## src/rtl/icache_pkg.sv

```systemverilog
// Shared ICACHE definitions: FSM state encoding and default cache geometry.
package icache_pkg;

  localparam int unsigned DefIndexBits  = 4;
  localparam int unsigned DefOffsetBits = 2;

  typedef enum logic [1:0] {
    StIdle,
    StRefill,
    StRespond
  } icache_state_e;

endpackage

```

## src/rtl/icache_line_store.sv

```systemverilog
// Flop-based tag/valid/data arrays for the direct-mapped icache; lookups read the flops directly,
// refill writes one word per cycle, and reset bulk-clears every valid bit.
module icache_line_store #(
  parameter int unsigned INDEX_BITS  = 4,
  parameter int unsigned OFFSET_BITS = 2,
  parameter int unsigned TAG_BITS    = 30 - INDEX_BITS - OFFSET_BITS
) (
  input  logic                   clk_in,
  input  logic                   rst_in,
  input  logic [INDEX_BITS-1:0]  rd_index,
  input  logic [OFFSET_BITS-1:0] rd_offset,
  output logic                   rd_valid,
  output logic [TAG_BITS-1:0]    rd_tag,
  output logic [31:0]            rd_word,
  input  logic                   wr_en,
  input  logic [INDEX_BITS-1:0]  wr_index,
  input  logic [OFFSET_BITS-1:0] wr_offset,
  input  logic [31:0]            wr_word,
  input  logic                   tag_we,
  input  logic [TAG_BITS-1:0]    wr_tag
);

  localparam int unsigned Lines = 1 << INDEX_BITS;
  localparam int unsigned Words = Lines << OFFSET_BITS;

  logic [Lines-1:0]    valid_q;
  logic [TAG_BITS-1:0] tag_q  [Lines];
  logic [31:0]         data_q [Words];

  always_ff @(posedge clk_in or posedge rst_in) begin
    if (rst_in) begin
      valid_q <= '0;
    end else if (tag_we) begin
      valid_q[wr_index] <= 1'b1;
    end
  end

  // Tag and data need no reset: nothing reads them while the valid bit is clear.
  always_ff @(posedge clk_in) begin
    if (tag_we) begin
      tag_q[wr_index] <= wr_tag;
    end
    if (wr_en) begin
      data_q[{wr_index, wr_offset}] <= wr_word;
    end
  end

  assign rd_valid = valid_q[rd_index];
  assign rd_tag   = tag_q[rd_index];
  assign rd_word  = data_q[{rd_index, rd_offset}];

endmodule

```

## src/rtl/icache.sv

```systemverilog
// Direct-mapped read-only instruction cache with word-by-word line refill.
// Define ICACHE_PERF_EN to add hit_count/miss_count performance counters.
module icache
  import icache_pkg::*;
#(
  parameter int unsigned INDEX_BITS  = DefIndexBits,
  parameter int unsigned OFFSET_BITS = DefOffsetBits
) (
  input  logic        clk_in,
  input  logic        rst_in,
  input  logic        rdy_in,
  input  logic        to_icache,
  input  logic [31:0] pc_to_icache,
  output logic        have_result,
  output logic [31:0] inst_from_icache,
  output logic        mem_req,
  output logic [31:0] mem_addr,
  input  logic        mem_done,
  input  logic [31:0] mem_data
`ifdef ICACHE_PERF_EN
  ,
  output logic [31:0] hit_count,
  output logic [31:0] miss_count
`endif
);

  localparam int unsigned TagBits = 30 - INDEX_BITS - OFFSET_BITS;

  icache_state_e state_q, state_d;
  logic [29:0]            req_q, req_d;
  logic [OFFSET_BITS-1:0] cnt_q, cnt_d;
  logic                   have_q, have_d;
  logic [31:0]            inst_q, inst_d;
  logic                   mem_req_q, mem_req_d;
  logic [31:0]            mem_addr_q, mem_addr_d;

  logic [TagBits-1:0]     lk_tag, req_tag, rd_tag;
  logic [INDEX_BITS-1:0]  lk_index, req_index, rd_index;
  logic [OFFSET_BITS-1:0] lk_offset, req_offset, rd_offset;
  logic                   rd_valid, hit, wr_en, tag_we;
  logic [31:0]            rd_word;
  logic                   unused_pc_lsb;

  assign unused_pc_lsb = ^pc_to_icache[1:0];

  assign lk_tag     = pc_to_icache[31 -: TagBits];
  assign lk_index   = pc_to_icache[OFFSET_BITS+2 +: INDEX_BITS];
  assign lk_offset  = pc_to_icache[2 +: OFFSET_BITS];
  assign req_tag    = req_q[29 -: TagBits];
  assign req_index  = req_q[OFFSET_BITS +: INDEX_BITS];
  assign req_offset = req_q[OFFSET_BITS-1:0];

  // Idle looks up the incoming pc; otherwise the store serves the latched request.
  assign rd_index  = (state_q == StIdle) ? lk_index : req_index;
  assign rd_offset = (state_q == StIdle) ? lk_offset : req_offset;
  assign hit       = rd_valid && (rd_tag == lk_tag);

  icache_line_store #(
    .INDEX_BITS  (INDEX_BITS),
    .OFFSET_BITS (OFFSET_BITS),
    .TAG_BITS    (TagBits)
  ) u_store (
    .clk_in    (clk_in),
    .rst_in    (rst_in),
    .rd_index  (rd_index),
    .rd_offset (rd_offset),
    .rd_valid  (rd_valid),
    .rd_tag    (rd_tag),
    .rd_word   (rd_word),
    .wr_en     (wr_en & rdy_in),
    .wr_index  (req_index),
    .wr_offset (cnt_q),
    .wr_word   (mem_data),
    .tag_we    (tag_we & rdy_in),
    .wr_tag    (req_tag)
  );

  always_comb begin
    state_d    = state_q;
    req_d      = req_q;
    cnt_d      = cnt_q;
    have_d     = 1'b0;
    inst_d     = inst_q;
    mem_req_d  = mem_req_q;
    mem_addr_d = mem_addr_q;
    wr_en      = 1'b0;
    tag_we     = 1'b0;
    unique case (state_q)
      StIdle: begin
        if (to_icache) begin
          req_d = pc_to_icache[31:2];
          if (hit) begin
            have_d = 1'b1;
            inst_d = rd_word;
          end else begin
            state_d    = StRefill;
            mem_req_d  = 1'b1;
            mem_addr_d = {lk_tag, lk_index, {OFFSET_BITS{1'b0}}, 2'b00};
            cnt_d      = '0;
          end
        end
      end
      StRefill: begin
        if (mem_done) begin
          wr_en = 1'b1;
          cnt_d = cnt_q + OFFSET_BITS'(1);
          if (cnt_q == {OFFSET_BITS{1'b1}}) begin
            mem_req_d = 1'b0;
            tag_we    = 1'b1;
            state_d   = StRespond;
          end else begin
            mem_addr_d = mem_addr_q + 32'd4;
          end
        end
      end
      StRespond: begin
        have_d  = 1'b1;
        inst_d  = rd_word;
        state_d = StIdle;
      end
      default: state_d = StIdle;
    endcase
  end

  always_ff @(posedge clk_in or posedge rst_in) begin
    if (rst_in) begin
      state_q <= StIdle;
    end else if (rdy_in) begin
      state_q <= state_d;
    end
  end

  always_ff @(posedge clk_in or posedge rst_in) begin
    if (rst_in) begin
      req_q      <= '0;
      cnt_q      <= '0;
      have_q     <= 1'b0;
      inst_q     <= '0;
      mem_req_q  <= 1'b0;
      mem_addr_q <= '0;
    end else if (rdy_in) begin
      req_q      <= req_d;
      cnt_q      <= cnt_d;
      have_q     <= have_d;
      inst_q     <= inst_d;
      mem_req_q  <= mem_req_d;
      mem_addr_q <= mem_addr_d;
    end
  end

  assign have_result      = have_q;
  assign inst_from_icache = inst_q;
  assign mem_req          = mem_req_q;
  assign mem_addr         = mem_addr_q;

`ifdef ICACHE_PERF_EN
  logic [31:0] hit_count_q, miss_count_q;
  logic        accept;

  assign accept = (state_q == StIdle) && to_icache;

  always_ff @(posedge clk_in or posedge rst_in) begin
    if (rst_in) begin
      hit_count_q  <= '0;
      miss_count_q <= '0;
    end else if (rdy_in && accept) begin
      if (hit) begin
        hit_count_q <= hit_count_q + 32'd1;
      end else begin
        miss_count_q <= miss_count_q + 32'd1;
      end
    end
  end

  assign hit_count  = hit_count_q;
  assign miss_count = miss_count_q;
`endif

endmodule

```

## config.mk

```make
export PLATFORM = sky130hd
export DESIGN_NAME = icache
export DESIGN_NICKNAME = d
export VERILOG_FILES = /design/src/rtl/icache_pkg.sv /design/src/rtl/icache_line_store.sv /design/src/rtl/icache.sv
export SDC_FILE = /design/constraint.sdc
export NUM_CORES = 2
export LEC_CHECK = 0
export ABC_AREA = 1
export CORE_UTILIZATION = 55
export DETAILED_ROUTE_END_ITERATION = 8
export HOLD_SLACK_MARGIN = 0.06
export PLACE_DENSITY = 0.8
export SYNTH_ARGS = -nofsm -noshare
export SYNTH_HDL_FRONTEND = slang
export SYNTH_SLANG_ARGS = --single-unit
```

## constraint.sdc

```tcl
create_clock -name clk_in -period 4 [get_ports clk_in]
set_clock_uncertainty 0.15 [all_clocks]
set_input_delay 0.8 -clock clk_in [delete_from_list [all_inputs] [get_ports clk_in]]
set_output_delay 0.8 -clock clk_in [all_outputs]
set_load 0.01 [all_outputs]
```

==> impl_results.md <==
* Synth cell types at 38
* Crit Path Category: reg -> reg
* Seq pwr share at 0.370
* Post-synth top flop: edfxtp_1
* Capture point of the critical path: inst_from_icache[4]$_DFFE_PP0P_
* Die Area at 185200 sq um
* CTS tree: yes
* Most common cell after layout, fill and taps aside: edfxtp_1
* DR vias at 70410
* Initial Util at 0.5560
* Final setup violation count at 0
* CP max FO at 37
* TritonCTS Buffers at 235
* RR Startpoint: state_q[1]$_DFFE_PP0P_
* PD cells at 726.8 nW/um^2
* Number of enable flip-flop cells after synthesis at 2432
* Drt drc at 0
* CP bufs+invs at 4
* Final wirelength at 283.8 mm
* Switch share at 0.3715
* Vias per cell at 6.721
* Largest delay contributor family on the critical path: simple AND/OR/NAND/NOR gates
* Slew HR at 0.1345
* Slowest stage cell, crit path: dfrtp_1
* CP peak stage delay at 490 ps
* Crit path DAT at 4460 ps
* Fin Hold WS at 316.6 ps
* P_sw at 31400 uW
* Hold Vio Cnt, Final at 0
* First-pass GRT wire length at 418.8 mm
* VDD IR-drop max at 0.9208 mV
* P_int at 53110 uW
* Critical path origin: state_q[1]$_DFFE_PP0P_
* RSZ-0062 raised after global routing: no
* Synth Instances at 7723
* Vias in the first global route at 69320
* WL/cell at 27.09 microns
* Worst Setup End Kind: flop
* Clk_lat worst skew at 890 ps
* Antenna-violating nets left at 0
* Cell area after synthesis at 100900 sq um
* CP startpoint kind: flop
* Largest net degree at the start of global routing at 108
* Terminus of the critical flop-to-flop path: inst_from_icache[4]$_DFFE_PP0P_
* Clock transition at the registers of the reported paths at 70 ps
* First-pass DRT Iterations at 6
* Max-slew violation count at 0
* Cells after DPL at 10020
* Die Ht at 430.4 microns
* Final Power at 84510 uW
* Buffers on Ports at 130
* Max Cap Violations at 0
* Status: finished, final reports clean
* Async set-reset flop share out of synthesis at 0.04478
* Tcrit/Tclk final at 0.9547
* Measured slew at the worst slew-check pin at 1298 ps
* Final net count at 7965
* Static Leak at 0.03813 uW
* Final Critical Period at 3819 ps
* Clock network power share at 0.274
* Core Rows at 156
* Commonest cells after routing, fill and taps aside: 2432 x edfxtp_1, 1099 x o21ai_0, 1082 x nor2_1
* Area Growth Syn to Fin at 15.23%
* Yosys warns at 0
* Share of layout cells above drive strength 1 at 0.1060
* Total congestion overflow at 0
* Crit path cell chain: nor2_4, buf_12, buf_4, o21ai_4, buf_12, nand3_1, nand3_1, nand3_1, nand2_1, nor2_1, nor2_1, nand2_1, nor2_1, nand3_1, o21bai_4, nand2_2, buf_12, nand2_1, nand2_1
* Die width at 430.4 microns
* R2r setup slk at 180 ps
* DP HPWL at 154.3 mm
* Syn avg cell area at 13.07 sq um
* Max Freq at 261.9 MHz
* Top Ports at 135
* # resized after CTS at 0
* Worst min path class: in -> async
* CORE AREA at 181500 sq um
* CTS H-Tree Depth at 4
* R2R cell count at 19
* DR iter-0 viols at 11190
* Clock Root Buffer: clkbuf_16
* Seq/Total Area, Yosys at 0.7519
* Total GRT Usage at 0.3008
* Layout Cells excl Fill at 10480
* WP data required at 4640 ps
* Crit path depth at 19
* Clock Path Buffers at 3
* Synth Register Bits at 2546
* Gate power share at 0.357
* GPL Wtd Cong at 0.8770
* Clock sinks at 2546
* Initial antenna violation count at 13
[worst min path at each step]
stage                                               start                                to  slack [ps]  cells after the start
after floorplan            u_store.valid_q[0]$_DFFE_PP0P_    u_store.valid_q[0]$_DFFE_PP0P_         280                      2
after global routing       u_store.valid_q[0]$_DFFE_PP0P_    u_store.valid_q[0]$_DFFE_PP0P_         330                      2
after CTS                                          rst_in  inst_from_icache[27]$_DFFE_PP0P_         300                      2
after detailed placement   u_store.valid_q[0]$_DFFE_PP0P_    u_store.valid_q[0]$_DFFE_PP0P_         300                      2
final                                              rst_in   inst_from_icache[0]$_DFFE_PP0P_         320                      2
after global placement    u_store.valid_q[11]$_DFFE_PP0P_   u_store.valid_q[11]$_DFFE_PP0P_         290                      2
[worst reg2reg max path, delay by kind of cell, from the launching register on]
kind,cells,cell delay (ps)
buffers and inverters,4,780
flip-flops,1,490
AND/OR/NAND/NOR,13,1600
AO/OA/AOI/OAI,2,730
[cells in the mapped netlist, drive strengths merged, types with 11 or more instances]
cell type | n | area [sq um]
nand3 | 657 | 3293
edfxtp | 2432 | 73030
o211ai | 258 | 1937
dfrtp | 114 | 2853
o221ai | 256 | 2242
nand4 | 44 | 275.3
nor2 | 1164 | 4377
nand2 | 732 | 2768
o21ai | 1103 | 5532
o22ai | 263 | 1645
inv | 93 | 349.1
buf | 122 | 665.6
clkbuf | 442 | 1659
a21oi | 11 | 55.05
[power groups by stage]
stage,clock network [uW],logic (uW),registers (uW)
CTS,23200,29300,31200
finish,23100,30100,31200
detailed placement,0,28800,31700
floorplan,0,17000,31500
global route,24100,32100,31300
global placement,0,27600,31700
[area by class of cell]
cell class	instances	area (sq um)
sequential	2546	75880
fill	11880	65240
multi-input combinational	4519	22990
clock buffer	285	6201
timing repair buffer	497	6011
tap	2370	2965
clock inverter	159	1837
inverter	95	379.1
antenna	6	15.01
[per-layer routing]
layer  up-vias  track usage  wire, microns
met5         -            0             79
met4        12       0.1778          17110
met3      1076      0.06336          38060
met2      5849       0.4741         132500
met1     34090       0.3880          96060
li1      29390            -              -
[cells by family after synthesis]
family                   synth area share
AND/OR/NAND/NOR                    0.1067
AO/OA/AOI/OAI                      0.1136
buffers and inverters             0.02657
adder cells (fa/ha/maj)         0.0002479
other                          0.00003716
XOR/XNOR                        0.0008678
flip-flops                         0.7519
[timing repair]
action | in CTS | in global routing
setup endpoints to repair | 0 | 68
buffers inserted | 0 | 7
hold buffers | 0 | 0
[per-stage QoR]
step	worst slack (ps)	cell area, sq um	utilization	setup TNS [ps]
after global placement	-221.1	108200	0.5959	-10470
after floorplan	34.29	100900	-	0
final	181.0	116300	0.6406	0
after global routing	48.00	116300	0.6406	0
after CTS	73.38	116200	0.6402	0
after detailed placement	-337.1	108200	0.5959	-17160
[registers in the layout, indices dropped and copies added, names as in the netlist, 2 cells and up]
name and cells:
u_store.tag_q 384, u_store.valid_q 16, cnt_q 2, req_q 30, state_q 2, mem_addr 30
inst_from_icache 32, u_store.data_q 2048
(Power assumes the default switching activity.)
